## src/rtl/knight_decoder_if.sv

```systemverilog
// LED-bus bundle between a knight-rider scanner (master) and its decoder/checker (slave).
// The decoder builds without KNIGHT_DEC_SYNC_EN by default. Define that macro when led/led_stb must be synchronized into clk_in.
interface knight_decoder_if #(
  parameter int unsigned WIDTH = 8,
  parameter int unsigned CNT_W = 8
);
  localparam int unsigned POS_W = $clog2(WIDTH);

  logic [WIDTH-1:0] led;
  logic             led_stb;
  logic             clr_cnt;
  logic             locked;
  logic             dir;
  logic [POS_W-1:0] pos;
  logic             err;
  logic [CNT_W-1:0] sweep_cnt;
  logic [CNT_W-1:0] err_cnt;

  modport master (
    output led, led_stb, clr_cnt,
    input  locked, dir, pos, err, sweep_cnt, err_cnt
  );

  modport slave (
    input  led, led_stb, clr_cnt,
    output locked, dir, pos, err, sweep_cnt, err_cnt
  );
endinterface

```

## src/rtl/knight_decoder.sv

```systemverilog
// Receive-side checker for the knight-rider LED scanner: locks onto the sweep, reports head/dir,
// counts sweeps and violations. Define KNIGHT_DEC_SYNC_EN to add a 2-flop input synchronizer.
module knight_decoder #(
  parameter int unsigned WIDTH = 8,
  parameter int unsigned CNT_W = 8
) (
  input  logic              clk_in,
  input  logic              reset_n,
  knight_decoder_if.slave   bus
);
  localparam int unsigned POS_W = $clog2(WIDTH);
  localparam logic [WIDTH-1:0] ONE      = WIDTH'(1);
  localparam logic [WIDTH-1:0] MSB_ONLY = {1'b1, {(WIDTH-1){1'b0}}};
  localparam logic [WIDTH-1:0] TOP_TWO  = {2'b11, {(WIDTH-2){1'b0}}};

  typedef enum logic [1:0] {
    ST_HUNT,
    ST_ZERO,
    ST_LOCK
  } state_e;

  logic [WIDTH-1:0] led_s;
  logic             stb_s;

`ifdef KNIGHT_DEC_SYNC_EN
  logic [WIDTH-1:0] led_m_q, led_s_q;
  logic             stb_m_q, stb_s_q;

  // Two-stage synchronizer for an LED source outside the clk_in domain
  always_ff @(posedge clk_in or negedge reset_n) begin
    if (!reset_n) begin
      led_m_q <= '0;
      led_s_q <= '0;
      stb_m_q <= 1'b0;
      stb_s_q <= 1'b0;
    end else begin
      led_m_q <= bus.led;
      led_s_q <= led_m_q;
      stb_m_q <= bus.led_stb;
      stb_s_q <= stb_m_q;
    end
  end

  assign led_s = led_s_q;
  assign stb_s = stb_s_q;
`else
  assign led_s = bus.led;
  assign stb_s = bus.led_stb;
`endif

  // Legal successor of frame p for the given sweep direction; MSB of result is the new dir
  function automatic logic [WIDTH:0] model_next(input logic [WIDTH-1:0] p, input logic up);
    logic [WIDTH-1:0] f;
    logic             d;
    d = up;
    if (up) begin
      if (p == '0)                             f = ONE;
      else if (p == ONE)                       f = WIDTH'(3);
      else if (p[WIDTH-1:WIDTH-2] == 2'b10) begin
        f = '0;
        d = 1'b0;
      end else                                 f = p << 1;
    end else begin
      if (p == '0)                             f = MSB_ONLY;
      else if (p[WIDTH-1:WIDTH-2] == 2'b10)    f = TOP_TWO;
      else if (p == ONE) begin
        f = '0;
        d = 1'b1;
      end else                                 f = p >> 1;
    end
    return {d, f};
  endfunction

  function automatic logic [POS_W-1:0] hi_idx(input logic [WIDTH-1:0] v);
    logic [POS_W-1:0] idx;
    idx = '0;
    for (int unsigned i = 0; i < WIDTH; i++) begin
      if (v[POS_W'(i)]) idx = POS_W'(i);
    end
    return idx;
  endfunction

  function automatic logic [POS_W-1:0] lo_idx(input logic [WIDTH-1:0] v);
    logic [POS_W-1:0] idx;
    idx = '0;
    for (int unsigned i = 0; i < WIDTH; i++) begin
      if (v[POS_W'(WIDTH-1-i)]) idx = POS_W'(WIDTH-1-i);
    end
    return idx;
  endfunction

  state_e           state_q, state_d;
  logic [WIDTH-1:0] p_q, p_d;
  logic             dir_q, dir_d;
  logic [POS_W-1:0] pos_q, pos_d;
  logic             locked_q, locked_d;
  logic             err_q, err_d;
  logic [CNT_W-1:0] sweep_q, sweep_d;
  logic [CNT_W-1:0] errc_q, errc_d;
  logic [WIDTH:0]   nxt;

  always_ff @(posedge clk_in or negedge reset_n) begin
    if (!reset_n) begin
      state_q  <= ST_HUNT;
      p_q      <= '0;
      dir_q    <= 1'b1;
      pos_q    <= '0;
      locked_q <= 1'b0;
      err_q    <= 1'b0;
      sweep_q  <= '0;
      errc_q   <= '0;
    end else begin
      state_q  <= state_d;
      p_q      <= p_d;
      dir_q    <= dir_d;
      pos_q    <= pos_d;
      locked_q <= locked_d;
      err_q    <= err_d;
      sweep_q  <= sweep_d;
      errc_q   <= errc_d;
    end
  end

  // Next-state and registered-output logic; nothing moves without a strobed frame
  always_comb begin
    state_d = state_q;
    p_d     = p_q;
    dir_d   = dir_q;
    pos_d   = pos_q;
    err_d   = 1'b0;
    sweep_d = sweep_q;
    errc_d  = errc_q;
    nxt     = model_next(p_q, dir_q);

    if (stb_s) begin
      unique case (state_q)
        ST_HUNT: begin
          if (led_s == '0) state_d = ST_ZERO;
        end
        ST_ZERO: begin
          if (led_s == ONE) begin
            state_d = ST_LOCK;
            dir_d   = 1'b1;
            p_d     = ONE;
            pos_d   = '0;
          end else if (led_s == MSB_ONLY) begin
            state_d = ST_LOCK;
            dir_d   = 1'b0;
            p_d     = MSB_ONLY;
            pos_d   = POS_W'(WIDTH-1);
          end else if (led_s != '0) begin
            state_d = ST_HUNT;
          end
        end
        ST_LOCK: begin
          if (led_s == nxt[WIDTH-1:0]) begin
            p_d   = led_s;
            dir_d = nxt[WIDTH];
            if (nxt[WIDTH] != dir_q) sweep_d = sweep_q + CNT_W'(1);
            if (led_s != '0) pos_d = nxt[WIDTH] ? hi_idx(led_s) : lo_idx(led_s);
          end else begin
            // A zero mismatch also drops to HUNT so relock needs a fresh 0 frame
            err_d   = 1'b1;
            state_d = ST_HUNT;
            if (errc_q != '1) errc_d = errc_q + CNT_W'(1);
          end
        end
        default: state_d = ST_HUNT;
      endcase
    end

    if (bus.clr_cnt) begin
      sweep_d = '0;
      errc_d  = '0;
    end

    locked_d = (state_d == ST_LOCK);
  end

  assign bus.locked    = locked_q;
  assign bus.dir       = dir_q;
  assign bus.pos       = pos_q;
  assign bus.err       = err_q;
  assign bus.sweep_cnt = sweep_q;
  assign bus.err_cnt   = errc_q;
endmodule
```

## src/flat_wrapper.sv

```systemverilog
// flat-port wrapper written by rule: the top's interface ports become plain ports
module knight_decoder_flat 
#(
  parameter int unsigned WIDTH = 8,
  parameter int unsigned CNT_W = 8
)
  (clk_in, reset_n, bus_led, bus_led_stb, bus_clr_cnt, bus_locked, bus_dir, bus_pos, bus_err, bus_sweep_cnt, bus_err_cnt);
  knight_decoder_if #(.WIDTH(WIDTH), .CNT_W(CNT_W)) bus_i ();
  input  logic clk_in;
  input  logic reset_n;
  input wire logic [$bits(bus_i.led)-1:0] bus_led;
  input wire logic [$bits(bus_i.led_stb)-1:0] bus_led_stb;
  input wire logic [$bits(bus_i.clr_cnt)-1:0] bus_clr_cnt;
  output wire logic [$bits(bus_i.locked)-1:0] bus_locked;
  output wire logic [$bits(bus_i.dir)-1:0] bus_dir;
  output wire logic [$bits(bus_i.pos)-1:0] bus_pos;
  output wire logic [$bits(bus_i.err)-1:0] bus_err;
  output wire logic [$bits(bus_i.sweep_cnt)-1:0] bus_sweep_cnt;
  output wire logic [$bits(bus_i.err_cnt)-1:0] bus_err_cnt;
  assign bus_i.led = bus_led;
  assign bus_i.led_stb = bus_led_stb;
  assign bus_i.clr_cnt = bus_clr_cnt;
  assign bus_locked = bus_i.locked;
  assign bus_dir = bus_i.dir;
  assign bus_pos = bus_i.pos;
  assign bus_err = bus_i.err;
  assign bus_sweep_cnt = bus_i.sweep_cnt;
  assign bus_err_cnt = bus_i.err_cnt;
  knight_decoder #(.WIDTH(WIDTH), .CNT_W(CNT_W)) u_core (.clk_in(clk_in), .reset_n(reset_n), .bus(bus_i));
endmodule
```

## config.mk

```make
export PLATFORM = sky130hd
export DESIGN_NAME = knight_decoder_flat
export DESIGN_NICKNAME = d
export VERILOG_FILES = /design/src/rtl/knight_decoder_if.sv /design/src/rtl/knight_decoder.sv /design/src/flat_wrapper.sv
export SDC_FILE = /design/constraint.sdc
export NUM_CORES = 1
export LEC_CHECK = 0
export CAP_MARGIN = 10
export CORE_ASPECT_RATIO = 0.8
export CORE_MARGIN = 2
export CORE_UTILIZATION = 33
export CTS_CLUSTER_SIZE = 12
export DETAILED_ROUTE_END_ITERATION = 12
export SLEW_MARGIN = 10
export SYNTH_ARGS = -nofsm -noshare
export SYNTH_HDL_FRONTEND = slang
export SYNTH_SLANG_ARGS = --single-unit
export TNS_END_PERCENT = 1
```

## constraint.sdc

```tcl
create_clock -name clk_in -period 5.37 [get_ports clk_in]
set_clock_uncertainty 0.15 [all_clocks]
set_input_delay 1.074 -clock clk_in [delete_from_list [all_inputs] [get_ports clk_in]]
set_output_delay 1.074 -clock clk_in [all_outputs]
set_load 0.02 [all_outputs]
```

Yosys cells after proc, flatten, opt, wreduce, memory -nomap -nowiden
Cells that the tools add are included.
{"block": "totals", "out_inout_bits": 22, "latchBits": 0, "n_memories": 0, "ramBits": 0, "input_bits": 12, "mem_bits_ro": 0, "word_cells": 101, "ff_bits": 32}
{"block": "op_classes", "bitwise_logic": 0, "n_mul": 0, "muxes": 63, "div_mod_pow": 0, "reduce_logical": 14, "magnitude_cmp": 0, "n_shift": 0, "add_sub_neg": 2, "eq_ne": 14}
{"operator": "two-way mux 8 bit", "count": 19}
{"operator": "two-way mux 3 bit", "count": 17}
{"operator": "adder 8 x 1 -> 8 bit, second input constant", "count": 2}
{"operator": "equality test 8 x 1 -> 1 bit, second input constant", "count": 2}
{"operator": "logical NOT 8 bit", "count": 2}
{"operator": "two-way mux 2 bit", "count": 8}
{"operator": "one-hot mux 8 bit (2 select lines)", "count": 1}
{"operator": "two-way mux 1 bit", "count": 14}
{"operator": "AND reduction 4 bit", "count": 3}
{"operator": "nonzero test 2 bit", "count": 6}
{"operator": "equality test 8 bit", "count": 1}
{"operator": "equality test 8 bit, second input constant", "count": 1}
{"operator": "!= test 8 bit, second input constant", "count": 1}
{"operator": "nonzero test 8 bit", "count": 1}
{"operator": "two-way mux 7 bit", "count": 1}
{"operator": "equality test 2 bit, second input constant", "count": 3}
{"operator": "one-hot mux 2 bit (3 select lines)", "count": 1}
{"operator": "one-hot mux 3 bit (2 select lines)", "count": 1}
{"operator": "AND reduction 5 bit", "count": 1}
{"operator": "!= test 2 x 1 -> 1 bit, second input constant", "count": 2}
{"operator": "!= test 3 x 1 -> 1 bit, second input constant", "count": 1}
{"operator": "equality test 2 x 1 -> 1 bit, second input constant", "count": 1}
{"operator": "logical NOT 2 bit", "count": 1}
{"operator": "!= test 2 bit, second input constant", "count": 1}
{"operator": "2 further kinds", "count": 2}

Longest topological paths before layout
Gate-level depths: netlist (run 1).
{"block": "logic_depth", "depth_word": 12, "ltp_mapped": 11, "depth_no_buf": 9}

Worst setup path before layout (run 1)
OpenSTA, ideal clock, no wires.
{"block": "synth_timing", "kind": "input to register", "from": "input bus_led[1]", "to": "register u_core.errc_q[2] (netlist: u_core.bus.err_cnt[2])", "t_required_ns": 5.092, "cell_stages": 9, "arrival_ns": 3.011, "path_buffers": 2, "setup_slack_ns": 2.081, "setup_time_ns": 0.128, "cell_sequence": "clkbuf_1 > and4b_1 > or3_1 > a32oi_1 > a31oi_2 > and2_1 > buf_4 > nor4b_2 > mux2_1"}
{"block": "synth_between", "elab_chain_len": 3}
{"item": "start: declaration", "line_no": "flat_wrapper.sv:11", "text": "input wire logic [$bits(bus_i.led)-1:0] bus_led;"}
{"item": "equality test 8 bit", "line_no": "knight_decoder.sv:156", "text": "if (led_s == nxt[WIDTH-1:0]) begin"}
{"item": "!= test 2 bit (no source line)"}
{"item": "AND reduction 4 bit (no source line)"}
{"item": "end signal: assignment", "line_no": "knight_decoder.sv:120", "text": "errc_q <= errc_d;"}
{"item": "end: declaration", "line_no": "knight_decoder.sv:99", "text": "logic [CNT_W-1:0] errc_q, errc_d;"}
Every way passes these cells.
A chain may end at the register's enable or synchronous reset.

Final worst setup path (run 1)
{"block": "layout_timing", "from": "input bus_led[1]", "to": "register u_core.p_q[4]"}
{"block": "layout_between", "elab_chain_len": 3, "elab_cells_between_ends": 8, "cone_classes": "eq/ne: 5; mux: 2; reduce/logical: 1"}
{"item": "equality test 8 bit (tied with other cells)", "line_no": "knight_decoder.sv:146", "text": "end else if (led_s == MSB_ONLY) begin"}
{"item": "!= test 3 x 1 -> 1 bit (no source line) (tied with other cells)"}
{"item": "AND reduction 4 bit (no source line) / one-hot mux 8 bit (2 select lines) (equally long branches)"}
{"item": "end signal: assignment", "line_no": "knight_decoder.sv:114", "text": "p_q <= p_d;"}
{"item": "end: declaration", "line_no": "knight_decoder.sv:93", "text": "logic [WIDTH-1:0] p_q, p_d;"}
Several ways; a longest one is shown, not always the timed one.

==> flow_summary.json, run 1 <==
{
  "dp_cells": 362,
  "start_util": 0.337,
  "mostFrequentLayoutCell": "clkdlybuf4s50_1",
  "nNetsFinal": 300,
  "hold_path_class": "reg2reg",
  "p_comb_frac": 0.394,
  "maxCapViolCount": 0,
  "rows": 27,
  "cts_tree": "built",
  "cts.sinks": 32,
  "synth_fp_nets": 275,
  "syn_avg_cell_area_um2": 8.94,
  "wirelength_mm": 5.58,
  "die_w_um": 97.3,
  "p_switching_mw": 0.332,
  "grt_max_degree": 33,
  "fin_setup_tns_ns": 0,
  "setup_viol": 0,
  "outcome": "finished clean",
  "die_h_um": 78.6,
  "internal-power_mw": 0.526,
  "cts_hold_buffers": 0,
  "dr.pass1.iters": 4,
  "grt_use_total": 0.151,
  "criticalPathCategory": "in2reg",
  "ff2ff_path_depth": 7,
  "areaGrowthSynthToFinish_pct": 20.0,
  "seqPwrFrac": 0.379,
  "r2r_slack_ns": 1.94,
  "vias": 2070,
  "nFillCells": 694,
  "p_sw_frac": 0.387,
  "r2r-end": "u_core.p_q[4]$_DFFE_PN0P_",
  "startpoint_type": "input port",
  "hold_viol_final": 0,
  "post_cts_resized": 0,
  "arrival_ns": 4.07,
  "synth_area_um2": 2300,
  "final_area_um2": 2760,
  "ys_async_sr_fraction": 1.00,
  "final_cell_mix": "33 x clkdlybuf4s50_1, 31 x dfrtp_1, 18 x nor2_1, 17 x nand2_1, 15 x a21oi_1",
  "drc": 0,
  "post-route-min-period_ns": 4.00,
  "ys_types": 63,
  "synthFlopType": "dfrtp_1",
  "htree_levels": 2,
  "routed_via_density": 5.59,
  "grt_pass1_vias": 1923,
  "final_antenna_net_count": 0,
  "synth-edff-count": 0,
  "post_cts_buffers": 0,
  "synthCells": 257,
  "port_buffers": 33,
  "hold_ws_ns": 0.377,
  "grt_pass1_wl_mm": 9.43,
  "postLayoutCoreUtil": 0.404,
  "wl_per_cell_um": 15.1,
  "cts_root_buffer": "clkbuf_8",
  "first_iter_violations": 119,
  "vdd_ir_drop_max_mv": 0.199,
  "rsz0062_at_grt": "no",
  "finalPower_mw": 0.858,
  "grt.overflow.total": 0,
  "hp-start": "u_core.bus.pos[0]$_DFFE_PN0P_",
  "dpl.hpwl_mm": 4.00,
  "worstMarginPinSlew_ns": 0.744,
  "reg2reg_from": "u_core.bus.dir$_DFFE_PN1P_",
  "place_area_um2": 2660,
  "cts_made_buffers": 5,
  "cellPowerDensity_nw_per_um2": 311,
  "synth_warnings": 0,
  "preCtsSetupSlack_ns": 1.10,
  "achievable-frequency_mhz": 250,
  "slew-limit-headroom": 0.504,
  "cp.required_ns": 5.44,
  "place_congestion": 0.864,
  "antenna_found_initial": 0,
  "min_to": "u_core.bus.pos[0]$_DFFE_PN0P_",
  "die-area_um2": 7650,
  "crit_path_end_kind": "flip-flop",
  "path_clk_slew_ns": 0.07,
  "crit_fanout": 23,
  "antenna_cells": 0,
  "leakagePower_nw": 1.09,
  "whs_path_depth": 2,
  "synth-seq-cells": 32,
  "clk_latency_ns": 0.28,
  "setup_slack_ns": 1.37,
  "min_period_over_period": 0.745,
  "clockBufferDepth": 2,
  "synth-seq-area-share": 0.349,
  "drive_gt1_frac": 0.0742,
  "slew_violations": 0,
  "core_area_um2": 6820,
  "power.share.clock": 0.227,
  "top_level_ports": 34,
  "fin_cells": 370
}
==> worst max path at each step <==
stage | startpoint | end | slack (ns) | cells past startpoint
finish | bus_led[1] | u_core.p_q[4]$_DFFE_PN0P_ | 1.37 | 8
CTS | bus_led[1] | u_core.p_q[4]$_DFFE_PN0P_ | 1.39 | 8
detailed placement | bus_led[1] | u_core.p_q[4]$_DFFE_PN0P_ | 1.10 | 8
floorplan | bus_led[1] | u_core.bus.err_cnt[2]$_DFFE_PN0P_ | 2.08 | 9
global placement | bus_led[1] | u_core.p_q[3]$_DFFE_PN0P_ | 1.16 | 8
global route | bus_led[1] | u_core.p_q[2]$_DFFE_PN0P_ | 1.12 | 8
==> flip-flops by register name, summed over array words and instances (netlist names) <==
signal	count
u_core.bus.err_cnt	8
u_core.bus.sweep_cnt	8
u_core.p_q	8
u_core.bus.pos	3
u_core.state_q	2
u_core.bus.dir	1
u_core.bus.err	1
u_core.bus.locked	1
==> logic make-up after synthesis <==
family                   count (synthesis)  synth area share
AND/OR/NAND/NOR                        101             0.261
adder cells (fa/ha/maj)                  6            0.0327
AO/OA/AOI/OAI                           74             0.230
multiplexers                            11            0.0512
flip-flops                              32             0.349
XOR/XNOR                                 6            0.0229
buffers and inverters                   27            0.0534
==> routing by layer <==
layer	track usage	vias up	wire length (um)
met4	0.0278	0	36
li1	-	1022	-
met5	0	-	0
met3	0.0401	6	286
met1	0.217	988	2850
met2	0.231	54	2410
==> cell type report <==
type	count	area (um2)	area share
sequential	32	802	0.291
tap	87	109	0.0395
inverter	11	41.3	0.0150
timing repair buffer	34	338	0.123
multi-input combinational	198	1370	0.498
clock inverter	1	7.51	0.00272
clock buffer	7	86.3	0.0313
==> synthesized netlist by cell type (all sizes together) (7+ instances only) <==
library cell / instances / share of area
a21oi: 15 / 0.033
a31oi: 8 / 0.025
clkbuf: 10 / 0.016
dfrtp: 31 / 0.34
inv: 11 / 0.018
nand2: 17 / 0.028
nand3: 9 / 0.025
nor2: 18 / 0.029
nor2b: 8 / 0.025
nor3: 7 / 0.017
o21ai: 9 / 0.021
or3: 7 / 0.019
==> worst max-delay path, stage by stage <==
cell and delay, ns:
clkdlybuf4s50_1 0.75, or4b_1 0.47, o2111ai_1 0.10, a32oi_1 0.14, a31oi_2 0.30, and2_1 0.67, and3_1 0.40, a22o_1 0.17
==> power by group through the flow <==
stage               registers [mW]  clock network [mW]  logic (mW)
finish                       0.326               0.195       0.338
global route                 0.331               0.211       0.372
CTS                          0.326               0.202       0.337
detailed placement           0.330                   0       0.335
global placement             0.329                   0       0.333
floorplan                    0.324                   0       0.247
(Power assumes the default switching activity.)
==> run 2: changes to the inputs <==
Clock period 5.37 ns to 4.1 ns, I/O delays scaled along.
==> flow_summary.json, run 2 (same netlist as run 1, synthesis figures left out) <==
{
  "use_met1": 0.217,
  "antenna_found_initial": 0,
  "grt_pass1_wl_mm": 9.91,
  "cts_root_buffer": "clkbuf_8",
  "dp_cells": 369,
  "p_switching_mw": 0.437,
  "mostFrequentLayoutCell": "clkdlybuf4s50_1",
  "top_level_ports": 34,
  "cpMaxStageDelayCell": "and2_1",
  "maxCapViolCount": 0,
  "htree_levels": 2,
  "internal-power_mw": 0.694,
  "min_period_over_period": 0.844,
  "hold_viol_final": 0,
  "setup_viol": 0,
  "cellPowerDensity_nw_per_um2": 403,
  "post-route-min-period_ns": 3.46,
  "reg2reg_from": "u_core.bus.dir$_DFFE_PN1P_",
  "vias": 2185,
  "slew-limit-headroom": 0.502,
  "outcome": "finished clean",
  "port_buffers": 33,
  "achievable-frequency_mhz": 289,
  "cts_made_buffers": 5,
  "die-area_um2": 7650,
  "power.share.clock": 0.223,
  "slowest_delay_ns": 0.64,
  "nNetsFinal": 307,
  "clk_latency_ns": 0.28,
  "seqPwrFrac": 0.379,
  "die_h_um": 78.6,
  "clockBufferDepth": 2,
  "ff2ff_path_depth": 7,
  "crit_fanout": 23,
  "wirelength_mm": 5.92,
  "post_cts_buffers": 0,
  "drive_gt1_frac": 0.0966,
  "r2r-end": "u_core.p_q[6]$_DFFE_PN0P_",
  "routed_via_density": 5.80,
  "wl_per_cell_um": 15.7,
  "vdd_ir_drop_max_mv": 0.297,
  "min_to": "u_core.bus.pos[1]$_DFFE_PN0P_",
  "areaGrowthSynthToFinish_pct": 22.3,
  "grt_pass1_vias": 2033,
  "core_area_um2": 6820,
  "grt.overflow.total": 0,
  "drc": 0,
  "grtUsageMet3": 0.0392,
  "top_usage_layer": "met2",
  "grt_use_total": 0.158,
  "final_cell_mix": "33 x clkdlybuf4s50_1, 31 x dfrtp_1, 18 x nor2_1, 17 x nand2_1, 15 x a21oi_1",
  "rsz0062_at_grt": "no",
  "first_iter_violations": 73,
  "crit_buf_inv": 1,
  "arrival_ns": 3.54,
  "die_w_um": 97.3,
  "crit_path_start": "bus_led[1]",
  "finalPower_mw": 1.13,
  "worstPathCellList": "clkdlybuf4s50_1, or4b_1, o2111ai_1, a32oi_1, a31oi_2, and2_1, and3_1, a22o_1",
  "p_comb_frac": 0.398,
  "start_util": 0.337,
  "dpl.hpwl_mm": 4.21,
  "cp.required_ns": 4.18,
  "leakagePower_nw": 1.12,
  "crit_path_end_kind": "flip-flop",
  "hp-start": "u_core.bus.pos[1]$_DFFE_PN0P_",
  "fin_cells": 377,
  "final_antenna_net_count": 0,
  "r2r_slack_ns": 0.81,
  "fin_setup_tns_ns": 0,
  "grt_max_degree": 33,
  "rows": 27,
  "worstMarginPinSlew_ns": 0.746,
  "criticalPathCategory": "in2reg",
  "dr.pass1.iters": 4,
  "slew_violations": 0,
  "startpoint_type": "input port",
  "post_cts_resized": 0,
  "hold_path_class": "reg2reg",
  "whs_path_depth": 1,
  "antenna_cells": 0,
  "path_clk_slew_ns": 0.07,
  "p_sw_frac": 0.387,
  "cts_hold_buffers": 0,
  "cts_tree": "built",
  "cts.sinks": 32,
  "met2_usage": 0.251,
  "place_congestion": 0.923,
  "critical_path.top_delay_family": "simple AND/OR/NAND/NOR gates"
}
[run 2: cell count changes in the layout (fill, tap and decap cells not counted)]
cell	before	now
buf_4	1	8
[run 2: worst max-delay path by stage]
stage,to,slack [ns],cells past startpoint
3_5_place_dp,u_core.p_q[1]$_DFFE_PN0P_,0.36,8
3_3_place_gp,u_core.p_q[1]$_DFFE_PN0P_,0.40,8
6_report,u_core.p_q[6]$_DFFE_PN0P_,0.64,8
4_1_cts,u_core.p_q[2]$_DFFE_PN0P_,0.65,8
2_1_floorplan,u_core.bus.err_cnt[2]$_DFFE_PN0P_,1.07,9
5_1_grt,u_core.p_q[1]$_DFFE_PN0P_,0.42,8
[run 2: worst reg2reg max path, delay by kind of cell, from the launching register on]
kind | cells | cell delay [ns]
AOI/OAI and AO/OA | 2 | 0.27
DFF | 1 | 0.79
and+or+nand+nor | 4 | 1.61
muxes | 1 | 0.40
[run 2: metrics by stage]
stage | util | instance area [um2] | hold WS [ns] | worst slack (ns)
after global placement | 0.398 | 2720 | 0.357 | 0.402
after detailed placement | 0.398 | 2720 | 0.352 | 0.364
after CTS | 0.412 | 2810 | 0.378 | 0.653
after floorplan | - | 2300 | 0.374 | 1.07
after global routing | 0.412 | 2810 | 0.393 | 0.419
final | 0.412 | 2810 | 0.372 | 0.639
[run 2: routing by layer]
metal | part of all wire | vias up
met3 | 0.056 | 5
li1 | - | 1038
met2 | 0.45 | 63
met5 | 0 | -
met4 | 0.0064 | 0
met1 | 0.49 | 1079
[run 2: cell type report]
type                            instances  area [um2]
Clock buffer                            7        86.3
Multi-Input combinational cell        198        1370
Clock inverter                          1        7.51
Timing Repair Buffer                   41         390
Sequential cell                        32         802
Tap cell                               87         109
Inverter                               11        41.3
Fill cell                             673        4020
[run 2: power groups by stage]
stage	clock (mW)	sequential [mW]	combinational [mW]
floorplan	0	0.424	0.324
global placement	0	0.435	0.444
detailed placement	0	0.434	0.445
CTS	0.261	0.428	0.450
global route	0.278	0.436	0.491
finish	0.253	0.429	0.450
